`src/rtl/pd1_pwr_handshake_if.sv`:
```
// Handshake bundle between the power controller and the PD1 sleep/wake responder.
// The power controller side uses master; the responder uses slave.
interface pd1_pwr_handshake_if;
  logic       i_sleep_req;
  logic       i_dcdc_enable;
  logic       i_pd1_idle;
  logic [7:0] i_settle_cycles;
  logic [7:0] i_idle_timeout;
  logic       i_err_clr;
  logic       o_hw_sleep_ack;
  logic       o_pwr_on_ack;
  logic       o_iso_en;
  logic       o_pd1_clk_en;
  logic       o_pd1_rst_n;
  logic       o_timeout_err;
  logic [2:0] o_state;

  modport master (
    output i_sleep_req, i_dcdc_enable, i_pd1_idle, i_settle_cycles,
           i_idle_timeout, i_err_clr,
    input  o_hw_sleep_ack, o_pwr_on_ack, o_iso_en, o_pd1_clk_en,
           o_pd1_rst_n, o_timeout_err, o_state
  );

  modport slave (
    input  i_sleep_req, i_dcdc_enable, i_pd1_idle, i_settle_cycles,
           i_idle_timeout, i_err_clr,
    output o_hw_sleep_ack, o_pwr_on_ack, o_iso_en, o_pd1_clk_en,
           o_pd1_rst_n, o_timeout_err, o_state
  );
endinterface

```
`src/rtl/pd1_pwr_handshake.sv`:
```
// PD1 acknowledge end of the sleep/wake handshake: sequences isolation, clock gate
// and reset of PD1 and returns hw_sleep_ack / pwr_on_ack to the power controller.
module pd1_pwr_handshake (
  input logic                i_aon_clk,
  input logic                i_soc_pwr_on_rst_n,
  pd1_pwr_handshake_if.slave bus
);

  typedef enum logic [2:0] {
    RAIL_WAIT = 3'd0,
    RELEASE   = 3'd1,
    ON        = 3'd2,
    DRAIN     = 3'd3,
    CLAMP     = 3'd4,
    SLEEP     = 3'd5
  } state_t;

  state_t     state_q, state_d;
  logic [7:0] cnt_q, cnt_d;
  logic [7:0] settle_last;
  logic [7:0] timeout_last;
  logic       idle_meta, idle_s;
  logic       err_set;
  logic       timeout_err_q;
  logic       iso_q, clk_en_q, rst_n_q, pwr_ack_q, sleep_ack_q;
  logic       iso_d, clk_en_d, rst_n_d, pwr_ack_d, sleep_ack_d;

  // A settle value of 0 behaves like 1 so the rail always gets at least one cycle.
  assign settle_last  = (bus.i_settle_cycles == 8'd0) ? 8'd0 : bus.i_settle_cycles - 8'd1;
  assign timeout_last = bus.i_idle_timeout - 8'd1;

  always_ff @(posedge i_aon_clk or negedge i_soc_pwr_on_rst_n) begin
    if (!i_soc_pwr_on_rst_n) begin
      idle_meta <= 1'b0;
      idle_s    <= 1'b0;
    end else begin
      idle_meta <= bus.i_pd1_idle;
      idle_s    <= idle_meta;
    end
  end

  always_ff @(posedge i_aon_clk or negedge i_soc_pwr_on_rst_n) begin
    if (!i_soc_pwr_on_rst_n) begin
      state_q <= RAIL_WAIT;
      cnt_q   <= 8'd0;
    end else begin
      state_q <= state_d;
      cnt_q   <= cnt_d;
    end
  end

  always_comb begin
    state_d = state_q;
    cnt_d   = cnt_q;
    err_set = 1'b0;
    case (state_q)
      RAIL_WAIT: begin
        if (bus.i_dcdc_enable) begin
          if (cnt_q == settle_last) state_d = RELEASE;
          else                      cnt_d   = cnt_q + 8'd1;
        end else begin
          cnt_d = 8'd0;
        end
      end
      RELEASE: state_d = ON;
      ON: begin
        if (bus.i_sleep_req)         state_d = DRAIN;
        else if (!bus.i_dcdc_enable) state_d = CLAMP;
      end
      DRAIN: begin
        if (!bus.i_sleep_req) begin
          state_d = ON;
        end else if (idle_s) begin
          state_d = CLAMP;
        end else if ((bus.i_idle_timeout != 8'd0) && (cnt_q == timeout_last)) begin
          state_d = CLAMP;
          err_set = 1'b1;
        end else begin
          cnt_d = cnt_q + 8'd1;
        end
      end
      CLAMP: state_d = SLEEP;
      SLEEP: begin
        if (!bus.i_sleep_req) state_d = RAIL_WAIT;
      end
      default: state_d = RAIL_WAIT;
    endcase
    if (state_d != state_q) cnt_d = 8'd0;
  end

  // Outputs are decoded from the next state and registered so PD1 controls never glitch.
  always_comb begin
    iso_d       = 1'b1;
    clk_en_d    = 1'b0;
    rst_n_d     = 1'b0;
    pwr_ack_d   = 1'b0;
    sleep_ack_d = 1'b0;
    case (state_d)
      RELEASE: begin
        iso_d    = 1'b0;
        clk_en_d = 1'b1;
      end
      ON: begin
        iso_d     = 1'b0;
        clk_en_d  = 1'b1;
        rst_n_d   = 1'b1;
        pwr_ack_d = 1'b1;
      end
      DRAIN: begin
        iso_d    = 1'b0;
        clk_en_d = 1'b1;
        rst_n_d  = 1'b1;
      end
      SLEEP:   sleep_ack_d = 1'b1;
      default: ;
    endcase
  end

  always_ff @(posedge i_aon_clk or negedge i_soc_pwr_on_rst_n) begin
    if (!i_soc_pwr_on_rst_n) begin
      iso_q       <= 1'b1;
      clk_en_q    <= 1'b0;
      rst_n_q     <= 1'b0;
      pwr_ack_q   <= 1'b0;
      sleep_ack_q <= 1'b0;
    end else begin
      iso_q       <= iso_d;
      clk_en_q    <= clk_en_d;
      rst_n_q     <= rst_n_d;
      pwr_ack_q   <= pwr_ack_d;
      sleep_ack_q <= sleep_ack_d;
    end
  end

  // A timeout that coincides with a clear wins, so no forced drain goes unreported.
  always_ff @(posedge i_aon_clk or negedge i_soc_pwr_on_rst_n) begin
    if (!i_soc_pwr_on_rst_n)  timeout_err_q <= 1'b0;
    else if (err_set)         timeout_err_q <= 1'b1;
    else if (bus.i_err_clr)   timeout_err_q <= 1'b0;
  end

  assign bus.o_iso_en       = iso_q;
  assign bus.o_pd1_clk_en   = clk_en_q;
  assign bus.o_pd1_rst_n    = rst_n_q;
  assign bus.o_pwr_on_ack   = pwr_ack_q;
  assign bus.o_hw_sleep_ack = sleep_ack_q;
  assign bus.o_timeout_err  = timeout_err_q;
  assign bus.o_state        = state_q;

endmodule
```
`src/flat_wrapper.sv`:
```
// flat-port wrapper written by rule: the top's interface ports become plain ports
module pd1_pwr_handshake_flat 
  (i_aon_clk, i_soc_pwr_on_rst_n, bus_i_sleep_req, bus_i_dcdc_enable, bus_i_pd1_idle, bus_i_settle_cycles, bus_i_idle_timeout, bus_i_err_clr, bus_o_hw_sleep_ack, bus_o_pwr_on_ack, bus_o_iso_en, bus_o_pd1_clk_en, bus_o_pd1_rst_n, bus_o_timeout_err, bus_o_state);
  pd1_pwr_handshake_if bus_i ();
  input logic i_aon_clk;
  input logic i_soc_pwr_on_rst_n;
  input wire logic [$bits(bus_i.i_sleep_req)-1:0] bus_i_sleep_req;
  input wire logic [$bits(bus_i.i_dcdc_enable)-1:0] bus_i_dcdc_enable;
  input wire logic [$bits(bus_i.i_pd1_idle)-1:0] bus_i_pd1_idle;
  input wire logic [$bits(bus_i.i_settle_cycles)-1:0] bus_i_settle_cycles;
  input wire logic [$bits(bus_i.i_idle_timeout)-1:0] bus_i_idle_timeout;
  input wire logic [$bits(bus_i.i_err_clr)-1:0] bus_i_err_clr;
  output wire logic [$bits(bus_i.o_hw_sleep_ack)-1:0] bus_o_hw_sleep_ack;
  output wire logic [$bits(bus_i.o_pwr_on_ack)-1:0] bus_o_pwr_on_ack;
  output wire logic [$bits(bus_i.o_iso_en)-1:0] bus_o_iso_en;
  output wire logic [$bits(bus_i.o_pd1_clk_en)-1:0] bus_o_pd1_clk_en;
  output wire logic [$bits(bus_i.o_pd1_rst_n)-1:0] bus_o_pd1_rst_n;
  output wire logic [$bits(bus_i.o_timeout_err)-1:0] bus_o_timeout_err;
  output wire logic [$bits(bus_i.o_state)-1:0] bus_o_state;
  assign bus_i.i_sleep_req = bus_i_sleep_req;
  assign bus_i.i_dcdc_enable = bus_i_dcdc_enable;
  assign bus_i.i_pd1_idle = bus_i_pd1_idle;
  assign bus_i.i_settle_cycles = bus_i_settle_cycles;
  assign bus_i.i_idle_timeout = bus_i_idle_timeout;
  assign bus_i.i_err_clr = bus_i_err_clr;
  assign bus_o_hw_sleep_ack = bus_i.o_hw_sleep_ack;
  assign bus_o_pwr_on_ack = bus_i.o_pwr_on_ack;
  assign bus_o_iso_en = bus_i.o_iso_en;
  assign bus_o_pd1_clk_en = bus_i.o_pd1_clk_en;
  assign bus_o_pd1_rst_n = bus_i.o_pd1_rst_n;
  assign bus_o_timeout_err = bus_i.o_timeout_err;
  assign bus_o_state = bus_i.o_state;
  pd1_pwr_handshake u_core (.i_aon_clk(i_aon_clk), .i_soc_pwr_on_rst_n(i_soc_pwr_on_rst_n), .bus(bus_i));
endmodule
```
`config.mk`:
```
export PLATFORM = sky130hd
export DESIGN_NAME = pd1_pwr_handshake_flat
export DESIGN_NICKNAME = d
export VERILOG_FILES = /design/src/rtl/pd1_pwr_handshake_if.sv /design/src/rtl/pd1_pwr_handshake.sv /design/src/flat_wrapper.sv
export SDC_FILE = /design/constraint.sdc
export NUM_CORES = 1
export LEC_CHECK = 0
export CELL_PAD_IN_SITES_DETAIL_PLACEMENT = 0
export CELL_PAD_IN_SITES_GLOBAL_PLACEMENT = 1
export CORE_UTILIZATION = 39
export DETAILED_ROUTE_END_ITERATION = 8
export PLACE_DENSITY = 0.89
export SLEW_MARGIN = 20
export SYNTH_ARGS = -nofsm -noshare
export SYNTH_HDL_FRONTEND = slang
export SYNTH_SLANG_ARGS = --single-unit
```
`constraint.sdc`:
```
create_clock -name i_aon_clk -period 3.5 [get_ports i_aon_clk]
set_input_delay 0.7 -clock i_aon_clk [delete_from_list [all_inputs] [get_ports i_aon_clk]]
set_output_delay 0.7 -clock i_aon_clk [all_outputs]
set_load 0.03 [all_outputs]
```
==> results of run 1 <==
[cell families after synthesis]
family,count (synthesis),share of synthesized area
AO/OA/AOI/OAI,54,0.229
AND/OR/NAND/NOR,78,0.300
flip-flops,19,0.285
adder cells (fa/ha/maj),3,0.0224
XOR/XNOR,17,0.0889
buffers and inverters,24,0.0740
[flip-flops by register name, summed over array words and instances, names as in the netlist]
register and flops:
u_core.cnt_q 8, u_core.bus.o_state 3, u_core.bus.o_hw_sleep_ack 1, u_core.bus.o_iso_en 1, u_core.bus.o_pd1_clk_en 1, u_core.bus.o_pd1_rst_n 1
u_core.bus.o_pwr_on_ack 1, u_core.bus.o_timeout_err 1, u_core.idle_meta 1, u_core.idle_s 1
[worst register-to-register path, delay by kind of cell, from the launching register on]
family | cells | cell delay (ps)
AOI/OAI and AO/OA | 2 | 570
and+or+nand+nor | 4 | 1410
DFF | 1 | 490
xor gates and xnor gates | 1 | 190
[routing by layer]
layer | up-vias | wire, um | part of all wire | global-route usage
li1 | 828 | - | - | -
met5 | - | 0 | 0 | 0
met4 | 0 | 27 | 0.0064 | 0.0585
met1 | 774 | 2140 | 0.51 | 0.268
met3 | 2 | 181 | 0.043 | 0.0253
met2 | 34 | 1860 | 0.44 | 0.319
[cell type report]
| cell class | count | share of cell area |
|---|---|---|
| Clock buffer | 3 | 0.0190 |
| Timing Repair Buffer | 50 | 0.213 |
| Clock inverter | 1 | 0.00345 |
| Sequential cell | 19 | 0.219 |
| Inverter | 13 | 0.0224 |
| Tap cell | 50 | 0.0287 |
| Multi-Input combinational cell | 152 | 0.495 |
[layout by cell type, fill, tap and decap left out, drive strengths merged, types with 3 or more instances in the layout]
cell and instances:
clkdlybuf4s50 30, buf 20, xnor2 11, xor2 6, nor4 6, or3 5
a22oi 9, or3b 5, o31ai 3, a21oi 10, nand2 7, o41ai 6
nor2 14, o21ai 6, dfrtp 18, a31oi 3, nand3b 3, o22ai 3
nor3 3, inv 13, or4 10, ha 3, nand3 4, clkbuf 3
nor2b 5, and3 4
[metrics by stage]
step / instance area [um^2] / total power [mW]
floorplan: 1670 / 0.704
global placement: 2120 / 0.900
detailed placement: 2120 / 0.907
CTS: 2170 / 1.07
global route: 2180 / 1.14
finish: 2180 / 1.06
[worst max path at each step]
stage / end / slack (ps) / depth (start not counted)
6_report: u_core.bus.o_pd1_clk_en / 90 / 10
5_1_grt: u_core.cnt_q[3] / -10 / 11
4_1_cts: u_core.cnt_q[4] / 60 / 10
3_5_place_dp: u_core.cnt_q[4] / -190 / 10
3_3_place_gp: u_core.cnt_q[6] / -100 / 10
2_1_floorplan: u_core.cnt_q[0] / 390 / 10
[power groups by stage]
stage               Sequential (mW)  Combinational, mW  Clock (mW)
floorplan                     0.392              0.311           0
global placement              0.344              0.556           0
global route                  0.351              0.619       0.166
detailed placement            0.344              0.563           0
finish                        0.340              0.567       0.157
CTS                           0.340              0.564       0.163
==> run summary, run 1 <==
outcome - finished, final reports clean
ys async rst share - 1.00
Non-Filler Instances - 288
number of synthesis warnings - 0
Worst Setup End Kind - register
hold_ws - 358 ps
CTS-repair resized insts - 0
CP max FO - 3
Max IR drop VDD - 0.000499 V
DRC violations left - 0
Final Max Slew Viols - 0
Setup TNS Final - 0 ps
max-cap viol count - 0
GRT overflow - 0
top post-synthesis cells by area - dfrtp_1 27%, xnor2_1 5.8%, a22oi_1 4.0%
f_max - 0.293 GHz
routability cong. - 0.794
CTS sink cnt - 19
drt total wl - 4210 um
synthesized flop and latch total - 19
maximum clock path buffer count - 2
Synth area leader - dfrtp_1
area of the multi-input gates - 0.00108 mm^2
Die Width - 67.5 um
Fillers - 362
PwrDens - 489 mW/mm^2
vias in the first global route - 1479
worst reg-to-reg path cell count - 7
n_diodes - 0
hold path endpoint - u_core.idle_s
critical path arrival - 3570 ps
Die Y - 67.5 um
Root Buffer Master - clkbuf_8
Syn Nets - 220
synthesized area - 0.00167 mm^2
Clock Latency Late Sink - 260 ps
Crit-path slowest cell - or4b_4
CTS tree - done
DRT Pass-1 Iters - 4
sequential share of the synthesized area - 0.285
cells after synthesis - 195
pre-CTS WS - -195 ps
Slew HR - 0.401
initial antenna violation count - 0
drt wl/cell - 14.6 um
Pleak - 0.885 nW
Synth cell types - 55
worst path bufs/invs - 2
Final Critical Period - 3410 ps
critical path class - in -> reg
Area Growth Syn to Fin - 30.1%
Vias - 1638
final setup vio count - 0
clock slew at reported path FFs - 70 ps
Mapped Avg Cell Area - 8.59 um^2
top-count cell post-synth - dfrtp_1
R2R setup slack - 720 ps
crit-path cells - clkdlybuf4s50_1, inv_1, ha_1, nor2b_1, and3_1, or4b_4, o41a_1, and2_4, or3_2, o21ba_2
ANT nets after route - 0
first-pass GRT wire length - 6750 um
final worst path period share - 0.975
Switching Share - 0.433
number of synthesized flops with an enable pin - 0
htree depth - 1
Comb pwr share - 0.533
top cells by count, synth - 18 x dfrtp_1, 14 x nor2_1, 13 x inv_1, 11 x xnor2_1, 10 x a21oi_1
Vias/cell - 5.69
part of the power in registers - 0.320
Worst Hold Depth - 0
Hold-fix buffers, CTS - 0
Min-Delay Startpoint - u_core.idle_meta
dpl hpwl - 3080 um
Die Area - 0.00456 mm^2
number of nets in the layout - 264
layout cell share with drive strength beyond 1 - 0.181
Switch Pwr - 461 uW
Port Buffers - 30
measured slew at the worst slew-check pin - 898 ps
Worst R2R End - u_core.bus.o_pd1_clk_en
DP Cell Count - 284
CP Launch Type - primary input
Clk pwr share - 0.148
largest delay contributor family on the critical path - simple AND/OR/NAND/NOR gates
Worst Setup Slack, final - 86.5 ps
Core ar. - 0.00406 mm^2
CP max stage delay - 520 ps
Num CTS Buffers - 3
RSZ-0062 raised after global routing - yes
endpoints failing hold - 0
FP Rows - 23
Total GRT Usage - 0.196
post-layout util - 0.537
Worst Hold Class - reg -> reg
CP Launch Point - bus_i_idle_timeout[0]
initial drt markers - 71
Internal Power - 604 uW
Primary FF master, synth - dfrtp_1
io pins - 31
Yosys top cell area share - 0.269
register area - 477 um^2
CP Data Required Time - 3650 ps
post-CTS setup buffers - 0
clock skew - 2.80 ps
FF-to-FF Start - u_core.cnt_q[6]
Initial Utilization - 0.413
largest net degree at the start of global routing - 25
Power figures use the tool's default switching activity.
==> run 2, diff against run 1 <==
--- a/config.mk
+++ b/config.mk
@@ -10,6 +10,7 @@
 export CORE_UTILIZATION = 39
 export DETAILED_ROUTE_END_ITERATION = 8
 export PLACE_DENSITY = 0.89
+export REMOVE_ABC_BUFFERS = 1
 export SLEW_MARGIN = 20
 export SYNTH_ARGS = -nofsm -noshare
 export SYNTH_HDL_FRONTEND = slang
==> run 2 against run 1 <==
  * Global-route usage down 0.58 points
  * Sequential power down 6.2%
  * Setup slack better by 26 ps
  * Via count down 0.61%
  * Critical path depth unchanged
  * Sequential cell count unchanged
  * Non-clock buffer count up 1
  * Final cell count up 0.35%
  * Worst hold slack better by 27 ps
  * Clock-buffer cell count up 1
  * Critical endpoint unchanged
==> run summary, run 2 (synthesis gave the netlist of run 1 again) <==
outcome - finished, final reports clean
CP Launch Point - bus_i_idle_timeout[1]
Vias/cell - 5.63
layout cell share with drive strength beyond 1 - 0.184
Initial Utilization - 0.413
max reg flops - 8
FP Rows - 23
Final Max Slew Viols - 0
Worst Hold Depth - 0
final worst path period share - 0.968
clock slew at reported path FFs - 70 ps
number of nets in the layout - 265
GR Util met2 - 0.297
Pleak - 0.890 nW
maximum clock path buffer count - 2
max-cap viol count - 0
Vias - 1628
FF-to-FF Start - u_core.cnt_q[2]
Worst R2R End - u_core.bus.o_pd1_clk_en
Largest Register - u_core.cnt_q
Die Y - 67.5 um
CP max FO - 4
Total GRT Usage - 0.190
Worst Setup End Kind - register
final setup vio count - 0
GRT overflow - 0
worst reg-to-reg path cell count - 7
initial drt markers - 54
Worst Hold Class - reg -> reg
endpoints failing hold - 0
Slew HR - 0.371
ANT nets after route - 0
Area Growth Syn to Fin - 29.9%
first-pass GRT wire length - 6640 um
R2R setup slack - 790 ps
Clock Latency Late Sink - 250 ps
critical path arrival - 3530 ps
drt total wl - 4080 um
n_diodes - 0
io pins - 31
Min-Delay Startpoint - u_core.idle_meta
GRT Max-Usage Layer - met2
vias in the first global route - 1447
DRC violations left - 0
Final Critical Period - 3390 ps
DRT Pass-1 Iters - 4
routability cong. - 0.824
CTS tree - done
Core ar. - 0.00406 mm^2
hold path endpoint - u_core.idle_s
Root Buffer Master - clkbuf_8
Num CTS Buffers - 3
hold_ws - 385 ps
drt wl/cell - 14.1 um
Max IR drop VDD - 0.000407 V
f_max - 0.295 GHz
clock skew - 3.26 ps
commonest non-fill, non-tap cells in the layout - 30 x clkdlybuf4s50_1, 21 x buf_4, 18 x dfrtp_1
Die Width - 67.5 um
dpl hpwl - 3110 um
post-layout util - 0.536
largest net degree at the start of global routing - 24
Die Area - 0.00456 mm^2
grt met1 use - 0.269
CP Data Required Time - 3650 ps
RSZ-0062 raised after global routing - no
PwrDens - 486 mW/mm^2
initial antenna violation count - 0
CP Launch Type - primary input
met3 GRT Util - 0.0101
CTS sink cnt - 19
Port Buffers - 30
commonest non-fill, non-tap cell in the layout - clkdlybuf4s50_1
htree depth - 1
Hold-fix buffers, CTS - 0
critical path class - in -> reg
measured slew at the worst slew-check pin - 944 ps
## run 2: cell count changes in the layout (fill, tap and decap cells not counted), sizes merged
cell and change:
clkinvlp -1, clkbuf +1, buf +1
## run 2: timing repair
item,in CTS,in global routing
setup buffers,0,0
endpoints found under the setup margin,0,4
gates resized for setup,0,2
hold endpoints to repair,0,0
## run 2: through the flow
step | worst slack [ps] | cells | cell area [um^2] | TNS [ps] | power, mW
CTS | 98.4 | 289 | 2160 | 0 | 1.06
floorplan | 446 | 184 | 1600 | 0 | 0.665
detailed placement | -148 | 285 | 2120 | -1320 | 0.898
finish | 113 | 289 | 2170 | 0 | 1.06
global route | 0.0473 | 289 | 2170 | 0 | 1.13
global placement | -108 | 285 | 2120 | -859 | 0.891
## run 2: where the power goes
group	internal (mW)	total (mW)	switching [mW]
clock network	0.0808	0.152	0.0711
registers	0.273	0.319	0.0466
logic	0.247	0.586	0.338
## run 2: worst max path at each step
stage / cells past startpoint / slack (ps) / end
2_1_floorplan: 9 / 450 / u_core.cnt_q[0]
3_3_place_gp: 10 / -110 / u_core.bus.o_pd1_clk_en
3_5_place_dp: 10 / -150 / u_core.bus.o_pd1_clk_en
4_1_cts: 10 / 100 / u_core.cnt_q[7]
5_1_grt: 10 / 0.05 / u_core.bus.o_pd1_clk_en
6_report: 10 / 110 / u_core.bus.o_pd1_clk_en
## run 2: final cells by class
class,count,area (um^2)
clock buffers,4,45.0
fillers,386,1880
inverters,13,48.8
multi-input cells,152,1080
flip-flops and latches,19,477
well taps,50,62.6
repair buffers,51,458
## run 2: critical path, stage by stage
cell and delay (ps):
clkdlybuf4s50_1 500, inv_1 50, ha_1 190, buf_4 140
or3_1 370, a31o_2 250, o41a_1 420, and2_4 160
or3_2 540, o21ba_2 220
## run 2: metal layers
metal	vias up	part of all wire
li1	825	-
met1	769	0.50
met2	28	0.46
met3	6	0.022
met4	0	0.018
met5	-	0
==> run 3, diff against run 2 <==
--- a/config.mk
+++ b/config.mk
@@ -5,6 +5,7 @@
 export SDC_FILE = /design/constraint.sdc
 export NUM_CORES = 1
 export LEC_CHECK = 0
+export ABC_CLOCK_PERIOD_IN_PS = 3500
 export CELL_PAD_IN_SITES_DETAIL_PLACEMENT = 0
 export CELL_PAD_IN_SITES_GLOBAL_PLACEMENT = 1
 export CORE_UTILIZATION = 39
==> constraint.sdc (replaced) <==
create_clock -name i_aon_clk -period 3.5 [get_ports i_aon_clk]
set_input_delay 0.7 -clock i_aon_clk [delete_from_list [all_inputs] [get_ports i_aon_clk]]
set_output_delay 0.7 -clock i_aon_clk [all_outputs]
set_load 0.1 [all_outputs]
==> run 3 against run 2 <==
  * Setup slack better by 11 ps
  * Final cell count down 1.0%
  * Total power up 21%
  * Clock power up 6%
  * Global-route usage up 0.18 points
  * Highest routed layer unchanged
  * Critical path depth unchanged
  * Worst hold slack worse by 30 ps
  * Clock-buffer cell count down 1
  * Wire length up 0.25%
  * Fmax up 0.33%
  * Largest cell class unchanged
  * Final area down 0.17%
  * Utilization down 0.093 points
==> run summary, run 3 (synthesis gave the netlist of run 1 again) <==
vias in the first global route - 1461
Comb pwr share - 0.623
CP Launch Type - primary input
GR Util met2 - 0.308
GRT overflow - 0
maximum clock path buffer count - 2
hold path endpoint - u_core.idle_s
largest net degree at the start of global routing - 25
Core ar. - 0.00406 mm^2
Setup TNS Final - 0 ps
layout cell share with drive strength beyond 1 - 0.203
Total GRT Usage - 0.192
Internal Power - 593 uW
CTS tree - done
max reg flops - 8
Vias/cell - 5.65
Initial Utilization - 0.413
commonest non-fill, non-tap cells in the layout - 26 x clkdlybuf4s50_1, 21 x buf_4, 18 x dfrtp_1
commonest non-fill, non-tap cell in the layout - clkdlybuf4s50_1
final worst path period share - 0.965
RSZ-0062 raised after global routing - no
Tot Pwr - 1.28 mW
dpl hpwl - 3070 um
part of the power in registers - 0.251
critical path arrival - 3540 ps
CP max stage delay - 530 ps
CTS-repair resized insts - 0
DRC violations left - 0
FF-to-FF Start - u_core.cnt_q[6]
Final Max Slew Viols - 0
Root Buffer Master - clkbuf_8
grt met1 use - 0.261
number of nets in the layout - 262
Non-Filler Instances - 286
critical path class - in -> reg
GRT Max-Usage Layer - met2
PwrDens - 587 mW/mm^2
Pleak - 0.887 nW
Max IR drop VDD - 0.000859 V
routability cong. - 0.815
Worst R2R End - u_core.bus.o_pd1_clk_en
initial antenna violation count - 0
n_diodes - 0
max-cap viol count - 0
drt wl/cell - 14.3 um
htree depth - 1
Switching Share - 0.535
DP Cell Count - 282
Area Growth Syn to Fin - 29.7%
DRT Pass-1 Iters - 4
CTS sink cnt - 19
outcome - finished, final reports clean
Die Y - 67.5 um
endpoints failing hold - 0
Worst Setup End Kind - register
initial drt markers - 74
io pins - 31
Final Critical Period - 3380 ps
Clock Latency Late Sink - 260 ps
Clk pwr share - 0.126
CP Data Required Time - 3660 ps
hold_ws - 356 ps
Port Buffers - 30
Crit-path slowest cell - or3_2
clock skew - 5.05 ps
met3 GRT Util - 0.0152
worst reg-to-reg path cell count - 7
CP max FO - 4
f_max - 0.296 GHz
post-layout util - 0.535
Hold-fix buffers, CTS - 0
ANT nets after route - 0
crit-path cells - clkdlybuf4s50_1, inv_1, ha_1, nor2b_1, and3_1, or4b_4, o41a_1, and2_4, or3_2, o21ba_2
Die Width - 67.5 um
Worst Hold Class - reg -> reg
Vias - 1615
Num CTS Buffers - 3
Worst Hold Depth - 0
Largest Register - u_core.cnt_q
FP Rows - 23
clock slew at reported path FFs - 80 ps
R2R setup slack - 790 ps
Min-Delay Startpoint - u_core.idle_meta
Switch Pwr - 682 uW
Die Area - 0.00456 mm^2
Slew HR - 0.343
final setup vio count - 0
first-pass GRT wire length - 6620 um
post-CTS setup buffers - 0
drt total wl - 4090 um
measured slew at the worst slew-check pin - 982 ps
[run 3: cell type report]
class / instances / area [um^2]
multi-input cells: 152 / 1100
well taps: 50 / 62.6
clock buffers: 3 / 41.3
fillers: 379 / 1890
inverters: 13 / 48.8
repair buffers: 48 / 438
flip-flops and latches: 19 / 477
clock inverters: 1 / 7.51
[run 3: metrics by stage]
| step | setup slack, ps | area, um^2 |
|---|---|---|
| global placement | -110 | 2100 |
| finish | 124 | 2170 |
| global route | 19.7 | 2170 |
| CTS | 86.1 | 2150 |
| floorplan | 443 | 1600 |
| detailed placement | -178 | 2100 |
[run 3: power by group through the flow]
stage	combinational [mW]	sequential (mW)	clock, mW
2_1_floorplan	0.256	0.623	0
3_3_place_gp	0.779	0.322	0
3_5_place_dp	0.787	0.322	0
4_1_cts	0.788	0.319	0.163
5_1_grt	0.846	0.326	0.174
6_report	0.795	0.320	0.161
[run 3: how the worst max path moves through the flow]
stage | endpoint | startpoint | slack, ps | depth (start not counted)
global placement | u_core.bus.o_pd1_clk_en | bus_i_idle_timeout[1] | -110 | 10
finish | u_core.bus.o_pd1_clk_en | bus_i_idle_timeout[1] | 120 | 10
global route | u_core.bus.o_pd1_clk_en | bus_i_idle_timeout[1] | 20 | 10
detailed placement | u_core.cnt_q[6] | bus_i_idle_timeout[1] | -180 | 10
CTS | u_core.cnt_q[6] | bus_i_idle_timeout[1] | 90 | 10
floorplan | u_core.cnt_q[0] | bus_i_idle_timeout[0] | 440 | 9
[run 3: worst max-delay path, delay by kind of cell]
family                   cells  cell delay (ps)
AND/OR/NAND/NOR              5             1530
adder cells (fa/ha/maj)      1              200
buffers and inverters        2              560
AO/OA/AOI/OAI                2              570
[run 3: routing by layer]
metal  wire length [um]  up-vias  part of all wire
met5                  0        -                 0
met1               1980      754              0.48
met3                149        7             0.036
met4                 88        0             0.022
li1                   -      819                 -
met2               1870       35              0.46
